## src/rtl/rdata_pkg.sv

```systemverilog
// rdata_pkg: shared state encoding, status-word layout and sizing helpers for rdata_snap_mux
package rdata_pkg;

    typedef enum logic [1:0] {
        EMPTY = 2'd0,
        HELD  = 2'd1,
        BURST = 2'd2
    } state_t;

    // Status word bit positions, counted down from the top of the bus
    localparam int OVR_FROM_TOP = 1;
    localparam int VLD_FROM_TOP = 2;
    localparam int CNT_W        = 8;

    function automatic int calc_wpc(input int dw, input int bw);
        return (dw + bw - 1) / bw;
    endfunction

    function automatic int calc_aw(input int nch, input int wpc);
        return $clog2(nch * wpc + 1);
    endfunction

endpackage

```

## src/rtl/rdata_word_sel.sv

```systemverilog
// rdata_word_sel: combinational selector from shadow bank to one readout word
//   bank   : captured channels, channel k at [k*DW +: DW]
//   status : status word returned for address 0
//   addr   : word address (0 = status, 1.. = channel words, beyond = 0)
//   word   : selected readout word
module rdata_word_sel import rdata_pkg::*; #(
    parameter int NCH = 8,
    parameter int DW  = 20,
    parameter int BW  = 16,
    localparam int WPC = calc_wpc(DW, BW),
    localparam int AW  = calc_aw(NCH, WPC)
) (
    input  logic [NCH*DW-1:0] bank,
    input  logic [BW-1:0]     status,
    input  logic [AW-1:0]     addr,
    output logic [BW-1:0]     word
);

    localparam int NW = NCH * WPC;
    localparam int PW = WPC * BW;

    // Each channel is zero-extended to a whole number of bus words
    logic [NW*BW-1:0] padded;

    for (genvar k = 0; k < NCH; k++) begin : g_ch
        assign padded[k*PW +: PW] = PW'(bank[k*DW +: DW]);
    end

    always_comb begin
        word = (addr == '0) ? status : '0;
        for (int i = 0; i < NW; i++)
            if (addr == AW'(i + 1)) word = padded[i*BW +: BW];
    end

endmodule

```

## src/rtl/rdata_snap_mux.sv

```systemverilog
// rdata_snap_mux: atomic multi-channel snapshot with addressed and burst word readout
//   clk, rst_n  : clock, asynchronous active-low reset
//   din         : live channel data, channel k at [k*DW +: DW]
//   snap, lock  : capture strobe; lock protects an unread snapshot
//   rd_en, rd_addr, auto_inc : single read, or burst start when auto_inc=1
//   rd_next     : advance burst by one word
//   dout, dout_vld : registered read data and its one-cycle qualifier
//   snap_valid  : snapshot held and not fully read out
//   burst_done  : pulses with the last burst word
module rdata_snap_mux import rdata_pkg::*; #(
    parameter int NCH = 8,
    parameter int DW  = 20,
    parameter int BW  = 16,
    localparam int WPC = calc_wpc(DW, BW),
    localparam int AW  = calc_aw(NCH, WPC)
) (
    input  logic              clk,
    input  logic              rst_n,
    input  logic [NCH*DW-1:0] din,
    input  logic              snap,
    input  logic              lock,
    input  logic              rd_en,
    input  logic [AW-1:0]     rd_addr,
    input  logic              auto_inc,
    input  logic              rd_next,
    output logic [BW-1:0]     dout,
    output logic              dout_vld,
    output logic              snap_valid,
    output logic              burst_done
);

    localparam int NW = NCH * WPC;

    state_t            state, state_nxt;
    logic [NCH*DW-1:0] bank;
    logic [AW-1:0]     ptr, ptr_inc, sel_addr;
    logic [CNT_W-1:0]  snap_cnt;
    logic              overrun;
    logic [BW-1:0]     status, word;
    logic              capture, ovr_set, direct, start, adv, fire, done;

    assign ptr_inc = ptr + AW'(1);

    always_comb begin
        capture  = snap && (state == EMPTY || !lock);
        ovr_set  = snap && state != EMPTY && lock;
        direct   = rd_en && !auto_inc;
        start    = rd_en && auto_inc && state == HELD;
        // A single read in the same cycle takes the bus; the burst waits
        adv      = rd_next && state == BURST && !direct;
        sel_addr = adv ? ptr_inc : rd_addr;
        fire     = direct || start || adv;
        done     = (start || adv) && sel_addr == AW'(NW);
    end

    always_comb begin
        status                  = BW'(snap_cnt);
        status[BW-OVR_FROM_TOP] = overrun;
        status[BW-VLD_FROM_TOP] = snap_valid;
    end

    // Reads see the pre-capture bank, so a same-cycle snap never tears a word
    rdata_word_sel #(.NCH(NCH), .DW(DW), .BW(BW)) u_sel (
        .bank   (bank),
        .status (status),
        .addr   (sel_addr),
        .word   (word)
    );

    always_ff @(posedge clk or negedge rst_n) begin
        if (!rst_n) state <= EMPTY;
        else        state <= state_nxt;
    end

    always_comb begin
        state_nxt = state;
        if (state == EMPTY && capture) state_nxt = HELD;
        if (start) state_nxt = BURST;
        // A snapshot taken as the burst finishes is itself unread
        if (done) state_nxt = capture ? HELD : EMPTY;
    end

    always_comb snap_valid = (state != EMPTY);

    always_ff @(posedge clk or negedge rst_n) begin
        if (!rst_n) begin
            bank       <= '0;
            ptr        <= '0;
            snap_cnt   <= '0;
            overrun    <= 1'b0;
            dout       <= '0;
            dout_vld   <= 1'b0;
            burst_done <= 1'b0;
        end else begin
            if (capture) begin
                bank     <= din;
                snap_cnt <= snap_cnt + CNT_W'(1);
            end
            if (start || adv) ptr <= sel_addr;
            overrun    <= ovr_set || (overrun && !(fire && sel_addr == '0));
            dout       <= fire ? word : dout;
            dout_vld   <= fire;
            burst_done <= done;
        end
    end

endmodule

```

## config.mk

```make
export PLATFORM = sky130hd
export DESIGN_NAME = rdata_snap_mux
export DESIGN_NICKNAME = d
export VERILOG_FILES = /design/src/rtl/rdata_pkg.sv /design/src/rtl/rdata_word_sel.sv /design/src/rtl/rdata_snap_mux.sv
export SDC_FILE = /design/constraint.sdc
export NUM_CORES = 1
export LEC_CHECK = 0
export ABC_CLOCK_PERIOD_IN_PS = 3400
export CAP_MARGIN = 20
export CORE_MARGIN = 1
export CORE_UTILIZATION = 45
export DETAILED_ROUTE_END_ITERATION = 6
export PLACE_DENSITY = 0.72
export SLEW_MARGIN = 20
export SYNTH_ARGS = -nofsm -noshare
export SYNTH_HDL_FRONTEND = slang
export SYNTH_SLANG_ARGS = --single-unit
```

## constraint.sdc

```tcl
create_clock -name clk -period 3.4 [get_ports clk]
set_clock_uncertainty 0.1 [all_clocks]
set_input_delay 0.51 -clock clk [delete_from_list [all_inputs] [get_ports clk]]
set_output_delay 0.51 -clock clk [all_outputs]
set_load 0.01 [all_outputs]
```

Word level (Yosys, flattened, before mapping):

Index checks and enable logic that the tools add are counted.

* add/sub/neg operators: 2
* equality and inequality tests: 18
* multiplexer cells: 22
* reduce and logical (&&, ||, !) cells: 25

Operators by type and width (number)
* 16-bit 2-to-1 mux: 17
* 5-bit by 4-bit == test with 1-bit output (second input constant): 8
* 5-bit by 3-bit == test with 1-bit output (second input constant): 4
* 1-bit logical AND: 12
* 5-bit by 2-bit == test with 1-bit output (second input constant): 2
* 8-bit by 1-bit adder with 8-bit output (second input constant): 1
* 2-bit 2-to-1 mux: 3
* 5-bit by 1-bit adder with 5-bit output (second input constant): 1
* 5-bit by 1-bit == test with 1-bit output (second input constant): 1
* 5-bit == test (second input constant): 1
* 5-bit logical NOT: 1
* 1-bit logical OR: 5
* 5-bit 2-to-1 mux: 1
* 1-bit logical NOT: 4
* 3-bit nonzero test: 1
* 2-bit by 1-bit == test with 1-bit output (second input constant): 1
* 2-bit == test (second input constant): 1
* 2-bit logical NOT: 1
* 2-bit nonzero test: 1
* 1-bit 2-to-1 mux: 1

* flip-flop bits (word level): 194
* output and inout bits: 19
* logic and storage cells: 75

Longest topological paths before layout:

Gate-level depths: netlist (run 1).

* depth after elaboration: 23
* depth in mapped cells: 12

Hierarchy:

From an unflattened synthesis (run 1), not the netlist that was laid out.

* cell total of the unflattened synthesis: 1043
* area total of the unflattened synthesis: 9225.1 µm²

Modules (own cells, without submodules)
* rdata_snap_mux: times used 1, cells each 814, area an instance 7666.1 µm², sequential area each 4854.7 µm²
* rdata_word_sel: times used 1, cells each 229, area an instance 1559.0 µm², sequential area each 0.0 µm²

Worst setup path after synthesis (run 1):

OpenSTA, ideal clock, no wires.

* path kind: register to register
* start: register ptr[1]
* end: register dout[0]
* data arrival time: 2384 ps
* required time: 3177 ps
* path slack: 793 ps
* stages on the path, launching flop included: 9
* path through: dfrtp_1 > ha_1 > clkbuf_1 > mux2_2 > a22o_1 > a221o_1 > a2111oi_0 > a211o_1 > a21oi_1

* longest elaborated chain between the ends: 20

Ends and longest elaborated chain
* from (decl): RTL line rdata_snap_mux.sv:36 `logic [AW-1:0] ptr, ptr_inc, sel_addr;`
* from (signal assigned): RTL line rdata_snap_mux.sv:99 `if (start || adv) ptr <= sel_addr;`
* 5-bit by 1-bit adder with 5-bit output *: RTL line rdata_snap_mux.sv:42 `assign ptr_inc = ptr + AW'(1);`
* 5-bit 2-to-1 mux *: RTL line rdata_snap_mux.sv:51 `sel_addr = adv ? ptr_inc : rd_addr;`
* 5-bit logical NOT: RTL line rdata_word_sel.sv:30 `word = (addr == '0) ? status : '0;`
* 16-bit 2-to-1 mux: RTL line rdata_word_sel.sv:30
* 16-bit 2-to-1 mux (15 in series): RTL line rdata_word_sel.sv:32 `if (addr == AW'(i + 1)) word = padded[i*BW +: BW];`
* 16-bit 2-to-1 mux *: RTL line rdata_word_sel.sv:32
* to (signal assigned): RTL line rdata_snap_mux.sv:101 `dout <= fire ? word : dout;`
* to (decl): RTL line rdata_snap_mux.sv:26 `output logic [BW-1:0] dout,`

Every way passes the cells marked *; elsewhere a longest branch is shown, timed or not.
A chain may end at the register's enable or synchronous reset.

Worst setup path after layout (run 1):

* start: register ptr[1]
* end: register dout[13]

* longest elaborated chain between the ends: 19

Ends and longest elaborated chain (RTL line)
* 5-bit by 1-bit adder with 5-bit output *: rdata_snap_mux.sv:42
* 5-bit 2-to-1 mux *: rdata_snap_mux.sv:51
* 5-bit by 1-bit == test with 1-bit output: rdata_word_sel.sv:32
* 16-bit 2-to-1 mux (15 in series): rdata_word_sel.sv:32
* 16-bit 2-to-1 mux *: rdata_word_sel.sv:32

Marked as above.

==> results of run 1 <==
[worst paths after layout]
kind,startpoint,endpoint,slack [ns],cells past startpoint
min in group asynchronous,rst_n,bank[77],0.50,2
hold / removal,bank[14],bank[14],0.38,2
max in group asynchronous,rst_n,bank[46],1.92,3
setup / recovery,ptr[1],dout[13],0.25,7
hold reg to reg,bank[14],bank[14],0.38,2
setup reg to reg,ptr[1],dout[13],0.25,7
[timing repair]
item,CTS,global route
endpoints found under the hold margin,56,0
hold buffers,1,0
endpoints found under the setup margin,0,5
gates resized for setup,0,1
[placed cells by master, fill, tap and decap left out, types with 4 or more instances in the layout]
cell type / instances
dfrtp_1: 194
nand2_1: 508
nand3_1: 17
o31ai_1: 5
o21ai_0: 20
a31oi_1: 11
a21oi_1: 32
o32ai_1: 4
clkinv_8: 4
a41oi_1: 7
a221oi_1: 15
clkbuf_16: 17
nand2b_1: 7
or2_2: 6
a22o_1: 10
o21a_1: 4
nor2_1: 36
nand4_1: 5
a222oi_1: 13
buf_12: 5
mux2i_1: 8
buf_4: 51
clkdlybuf4s50_1: 189
xnor2_1: 5
a22oi_1: 15
nor3_1: 9
o22ai_1: 5
inv_1: 17
mux2_2: 7
[flip-flops by register name, summed over array words and instances (netlist names)]
name        cells
bank          160
ptr             5
dout_vld        1
dout           16
overrun         1
snap_cnt        8
burst_done      1
state           2
[through the flow]
| step | cells | power [mW] |
|---|---|---|
| after floorplan | 1081 | 4.574 |
| after global placement | 1531 | 5.711 |
| after detailed placement | 1531 | 5.730 |
| after CTS | 1564 | 7.750 |
| after global routing | 1564 | 8.165 |
| final | 1564 | 7.779 |
[where the power goes]
group / total [mW] / switching, mW / internal, mW / leakage [nW]
registers: 3.35 / 0.493 / 2.86 / 2.38
logic: 2.41 / 1.31 / 1.09 / 3.11
clock network: 2.02 / 1.03 / 0.995 / 0.282
[cell usage after synthesis, types with 3 or more instances]
cell type / n
nand2_1: 509
o22ai_1: 5
xnor2_1: 5
a22oi_1: 15
mux2_2: 7
o32ai_1: 4
o22a_1: 3
a222oi_1: 13
or2_2: 6
dfrtp_1: 194
buf_2: 16
nand4_1: 5
a221oi_1: 15
a22o_1: 10
nand3_1: 17
nor3_1: 9
a31oi_1: 12
a32oi_1: 3
o31ai_1: 5
buf_4: 4
o21ai_0: 20
a21oi_1: 32
mux2i_1: 8
xor2_1: 3
o21a_1: 4
inv_1: 17
nor2_1: 36
and2_1: 3
clkbuf_1: 40
nand2b_1: 7
a41oi_1: 7
[worst min-delay path, delay by kind of cell (launching register included)]
family           cells  cell delay [ns]
DFF                  1             0.34
and+or+nand+nor      2             0.10
[metal layers]
layer	wire length (um)	up-vias	part of all wire, %	global-route usage (%)
met5	0	-	0	0
met4	484	0	1.7	7.579
met3	2294	32	7.9	4.497
met2	12390	401	43	40.53
met1	13980	4087	48	44.60
li1	-	4041	-	-
[kinds of logic (layout without fill, tap and decap cells)]
group	count (synthesis)	in the layout	synth area share, %
XOR/XNOR	9	9	1.059
multiplexers	15	15	1.724
buffers and inverters	79	297	3.679
adder cells (fa/ha/maj)	2	2	0.2714
AND/OR/NAND/NOR	606	606	26.23
AO/OA/AOI/OAI	176	176	14.38
flip-flops	194	194	52.67
[cell type report]
cell class	count	area, sq um	area share, %
clock inverter	14	165.2	1.344
inverter	18	67.56	0.5499
timing repair buffer	247	2399	19.52
tap	265	331.6	2.699
multi-input combinational	808	4040	32.88
sequential	194	4855	39.51
clock buffer	18	429.2	3.493
==> run metrics, run 1 <==
clk sink count=194; CP top delay family=compound AO/OA/AOI/OAI gates; Worst VDD drop=322.8 uV; initial antenna violation count=0; Netlist Area Pre-Place=9218 sq um; fin util=62.11%; Finished Cell Area=12290 sq um; Synth cell types=67; Area Overhead vs Synth=33.30%; Synth top area share=52.67%; CP max stage cell=ha_1; #FFs+latches synth=194; Synth Warn #=0; crit path time final=3.151 ns; layout cells sized above 1=9.007%; Rows=51; Final nets=1460; fin. max-slew vios=0; Max-Cap Viols=0; Routed WL=29150 um; CP cell instances=ha_1 -> nor2_1 -> a31oi_2 -> nor2_1 -> a22o_1 -> a221oi_1 -> a41oi_1; Setup Fix Bufs, Post-CTS=0; hpwl dp=21460 um; Mapped Avg Cell Area=8.527 sq um; clk root buf=clkbuf_16; Worst setup EP type=flip-flop; Clk pin slew, worst setup/hold paths=0.08 ns; gr usage total=28.50%; Final Hold Fails=0; Initial DRC Count=838; Placeable Area=19780 sq um; CP arrival=3.34 ns; die height=145.1 um; DR vias/cell=5.474; mean routed wirelength per cell=18.64 um; IO Pins=191; status=finished clean; Diodes inserted=0; worst-path fanout max=12; Detailed Routing Iterations Pass 1=7; setup violators final=0; H-tree Lvls=4; slew margin rel.=27.96%; Die Area=21060 sq um; cells after synthesis=1081; Clock Path Buffers=2; Post-synth EDFFs=0; pre-CTS setup slack=-0.09864 ns; largest net degree at the start of global routing=111; global-route wire length before repair=46630 um; min-delay worst type=flip-flop to flip-flop; Max Fclk=317.4 MHz; # port buffers=190; Initial Util=46.60%; crit-path max cell delay=0.67 ns; asr flop ratio synth=100.0%; fill count=1719; crit-path most repeated cell=nor2_1; worst setup margin=0.2493 ns; Die Wd=145.1 um; via count=8561; CP Buf/Inv Count=0; RSZ-0062 raised after global routing=no; placed cell area=11680 sq um; pwr dens=633.1 nW/um^2; largest area contributor in the netlist=dfrtp_1; Pleak=5.771 nW; Overflow after GRT=0; largest cells by area after synthesis=dfrtp_1 53%, nand2_1 21%, a21oi_1 1.7%; CP Data Required Time=3.59 ns; register area share after synthesis=52.67%; vias in the first global route=8203; Worst setup SP type=flip-flop; fin crit share=92.67%; ys flop type=dfrtp_1; WHS=0.3773 ns; routability congestion estimate from global placement=0.8930; Routed Antenna Nets=0; Setup CP Type=flip-flop to flip-flop; TNS Setup=0 ns; CTS tree=done; Worst Tran Pin Value=1.077 ns; post-synth net total=1255; clk_lat worst skew=0.44 ns; drt drc=0; CTS buffer count=17
(Power assumes the default switching activity.)
==> run 2, diff against run 1 <==
--- a/config.mk
+++ b/config.mk
@@ -11,7 +11,9 @@
 export CORE_UTILIZATION = 45
 export DETAILED_ROUTE_END_ITERATION = 6
 export PLACE_DENSITY = 0.72
+export RECOVER_POWER = 50
 export SLEW_MARGIN = 20
 export SYNTH_ARGS = -nofsm -noshare
 export SYNTH_HDL_FRONTEND = slang
+export SYNTH_HIERARCHICAL = 1
 export SYNTH_SLANG_ARGS = --single-unit
==> run metrics, run 2 <==
# port buffers=190 (unchanged); most frequent cell after synthesis=nand2_1 (unchanged); multi-input combinational cell area=4065 sq um (was 4040 sq um); Detailed Routing Iterations Pass 1=7 (unchanged); initial antenna violation count=0 (unchanged); drt drc=3 (was 0); CTS buffer count=17 (unchanged); setup violators final=0 (unchanged); crit path time final=3.302 ns (was 3.151 ns); Mapped Avg Cell Area=8.845 sq um (was 8.527 sq um); Netlist Area Pre-Place=9225 sq um (was 9218 sq um); Synth top area share=52.62% (was 52.67%); IO Pins=191 (unchanged); Setup Fix Bufs, Post-CTS=0 (unchanged); commonest non-fill, non-tap cells in the layout=497 x nand2_1, 194 x dfrtp_1, 189 x clkdlybuf4s50_1 (was 508 x nand2_1, 194 x dfrtp_1, 189 x clkdlybuf4s50_1); DR vias/cell=5.301 (was 5.474); #FFs+latches synth=194 (unchanged); asr flop ratio synth=100.0% (unchanged); CP Data Required Time=3.62 ns (was 3.59 ns); largest area contributor in the netlist=dfrtp_1 (unchanged); Setup CP Type=input pin to flip-flop (was flip-flop to flip-flop); hpwl dp=19880 um (was 21460 um); Final nets=1425 (was 1460); Rows=52 (was 51); Overflow after GRT=0 (unchanged); worst-path fanout max=12 (unchanged); register area share after synthesis=52.62% (was 52.67%); Max Fclk=302.8 MHz (was 317.4 MHz); vias in the first global route=7902 (was 8203); WHS=0.3735 ns (was 0.3773 ns); failing checks=design-rule violations, max-capacitance violations, max-slew violations; Placeable Area=20170 sq um (was 19780 sq um); Routed WL=26850 um (was 29150 um); Post-CTS Hold Buffers=0 (was 1); Pleak=5.936 nW (was 5.771 nW); mean routed wirelength per cell=17.50 um (was 18.64 um); Routed Antenna Nets=0 (unchanged); clk sink count=194 (unchanged); Diodes inserted=0 (unchanged); Die Wd=145.2 um (was 145.1 um); CTS tree=done (unchanged); commonest non-fill, non-tap cell in the layout=nand2_1 (unchanged); pwr dens=586.4 nW/um^2 (was 633.1 nW/um^2); Largest register FFs=160 (unchanged); Initial Util=45.74% (was 46.60%); die height=145.2 um (was 145.1 um); layout cells sized above 1=10.36% (was 9.007%); via count=8132 (was 8561); largest net degree at the start of global routing=90 (was 111); Die Area=21080 sq um (was 21060 sq um); TNS Setup=0 ns (unchanged); Worst setup SP type=input pin (was flip-flop); Worst setup EP type=flip-flop (unchanged); placed cell area=11700 sq um (was 11680 sq um); Placed Cells incl. Taps=1502 (was 1531); synth cell count leaders=498 x nand2_1, 194 x dfrtp_1, 33 x buf_2, 27 x a22oi_1 (was 509 x nand2_1, 194 x dfrtp_1, 40 x clkbuf_1, 36 x nor2_1, 32 x a21oi_1); Biggest register=bank (unchanged); largest registers=bank (160), dout (16), snap_cnt (8) (unchanged); Layout Cells excl Fill=1534 (was 1564); largest cells by area after synthesis=dfrtp_1 53%, nand2_1 20%, a22oi_1 2.2% (was dfrtp_1 53%, nand2_1 21%, a21oi_1 1.7%); fin crit share=97.13% (was 92.67%); Synth Warn #=6 (was 0); fin. max-slew vios=81 (was 0); slew margin rel.=-38.48% (was 27.96%); fill count=1724 (was 1719); Worst Tran Pin Value=2.077 ns (was 1.077 ns); Clk pin slew, worst setup/hold paths=0.08 ns (about the same); Max-Cap Viols=1 (was 0); H-tree Lvls=4 (unchanged); Finished Cell Area=12300 sq um (was 12290 sq um); RSZ-0062 raised after global routing=no (unchanged); ys flop type=dfrtp_1 (unchanged); gr usage total=26.27% (was 28.50%); Post-synth EDFFs=0 (unchanged); global-route wire length before repair=42910 um (was 46630 um); Synth cell types=71 (was 67); cells after synthesis=1043 (was 1081); routability congestion estimate from global placement=0.9462 (was 0.8930); CP arrival=3.53 ns (was 3.34 ns); Final Hold Fails=0 (unchanged); clk root buf=clkbuf_16 (unchanged); clk_lat worst skew=0.44 ns (about the same); Area Overhead vs Synth=33.38% (was 33.30%); Reg area=4855 sq um (unchanged); Initial DRC Count=770 (was 838); Worst VDD drop=385.0 uV (was 322.8 uV); Clock Path Buffers=2 (unchanged); status=finished with violations (was finished clean); min-delay worst type=flip-flop to flip-flop (unchanged)
run 2: changes by cell type after synthesis, sizes merged, moves of 11 or more:
cell	previous run	this run
nand2	510	499
a22oi	15	27
mux2	7	21
buf	21	44
clkbuf	40	22
a21oi	32	13
a221oi	15	1
nor2	38	24
run 2: kinds of logic after synthesis:
logic type	count (synthesis)	synth area share, %
DFF	194	52.62
buffers and inverters	73	4.123
other	1	0.04065
muxes	35	4.245
and+or+nand+nor	603	27.32
adders and majority gates	2	0.2712
AOI/OAI and AO/OA	124	10.34
xor gates and xnor gates	11	1.044
run 2: per-layer routing:
layer	track usage (%)	part of all wire (%)	vias up
li1	-	-	3889
met1	39.70	47	3895
met2	37.91	43	323
met3	5.849	7.8	25
met4	6.842	1.5	0
met5	0	0	-
run 2: stage by stage:
stage	total power, mW	util (%)	setup slack [ns]
finish	7.215	61.00	0.09757
global route	7.593	61.00	0.004947
CTS	7.238	61.02	0.06667
detailed placement	5.211	58.00	-0.5215
global placement	5.167	57.98	-0.4034
floorplan	4.233	-	0.4607
run 2: final cells by class:
cell class | count | area share (%)
Sequential cell | 194 | 39.45
Multi-Input combinational cell | 781 | 33.04
Timing Repair Buffer | 250 | 19.65
Clock buffer | 17 | 3.457
Tap cell | 270 | 2.746
Clock inverter | 15 | 1.444
Inverter | 7 | 0.2135
run 2: report_power, final:
part | switching, mW | internal, mW | total [mW]
clock | 1.01 | 0.999 | 2.01
combinational | 0.990 | 1.02 | 2.01
sequential | 0.420 | 2.77 | 3.19
total | 2.42 | 4.79 | 7.21
run 2: worst paths after layout:
check | from | to | slack [ns] | cells past startpoint
min | bank[77] | bank[77] | 0.37 | 2
max reg2reg | ptr[0] | dout[12] | 0.16 | 11
min reg2reg | bank[77] | bank[77] | 0.37 | 2
max | auto_inc | dout[12] | 0.1 | 13
min in group asynchronous | rst_n | bank[111] | 0.52 | 1
max in group asynchronous | rst_n | bank[101] | 0.96 | 2
run 2: repair_timing:
action                                  CTS  global route
pin swaps                                 0             0
endpoints found under the setup margin    8            13
gates resized for setup                   1             4
run 2: critical path, cell delays in order:
cell	delay, ns
clkdlybuf4s50_1	0.51
and2b_1	0.26
nor2_2	0.15
buf_4	0.14
mux2_4	0.31
buf_4	0.15
buf_4	0.15
nand2b_1	0.11
nor2_2	0.15
a22oi_1	0.37
nand3_1	0.15
a221o_1	0.28
mux2_1	0.28
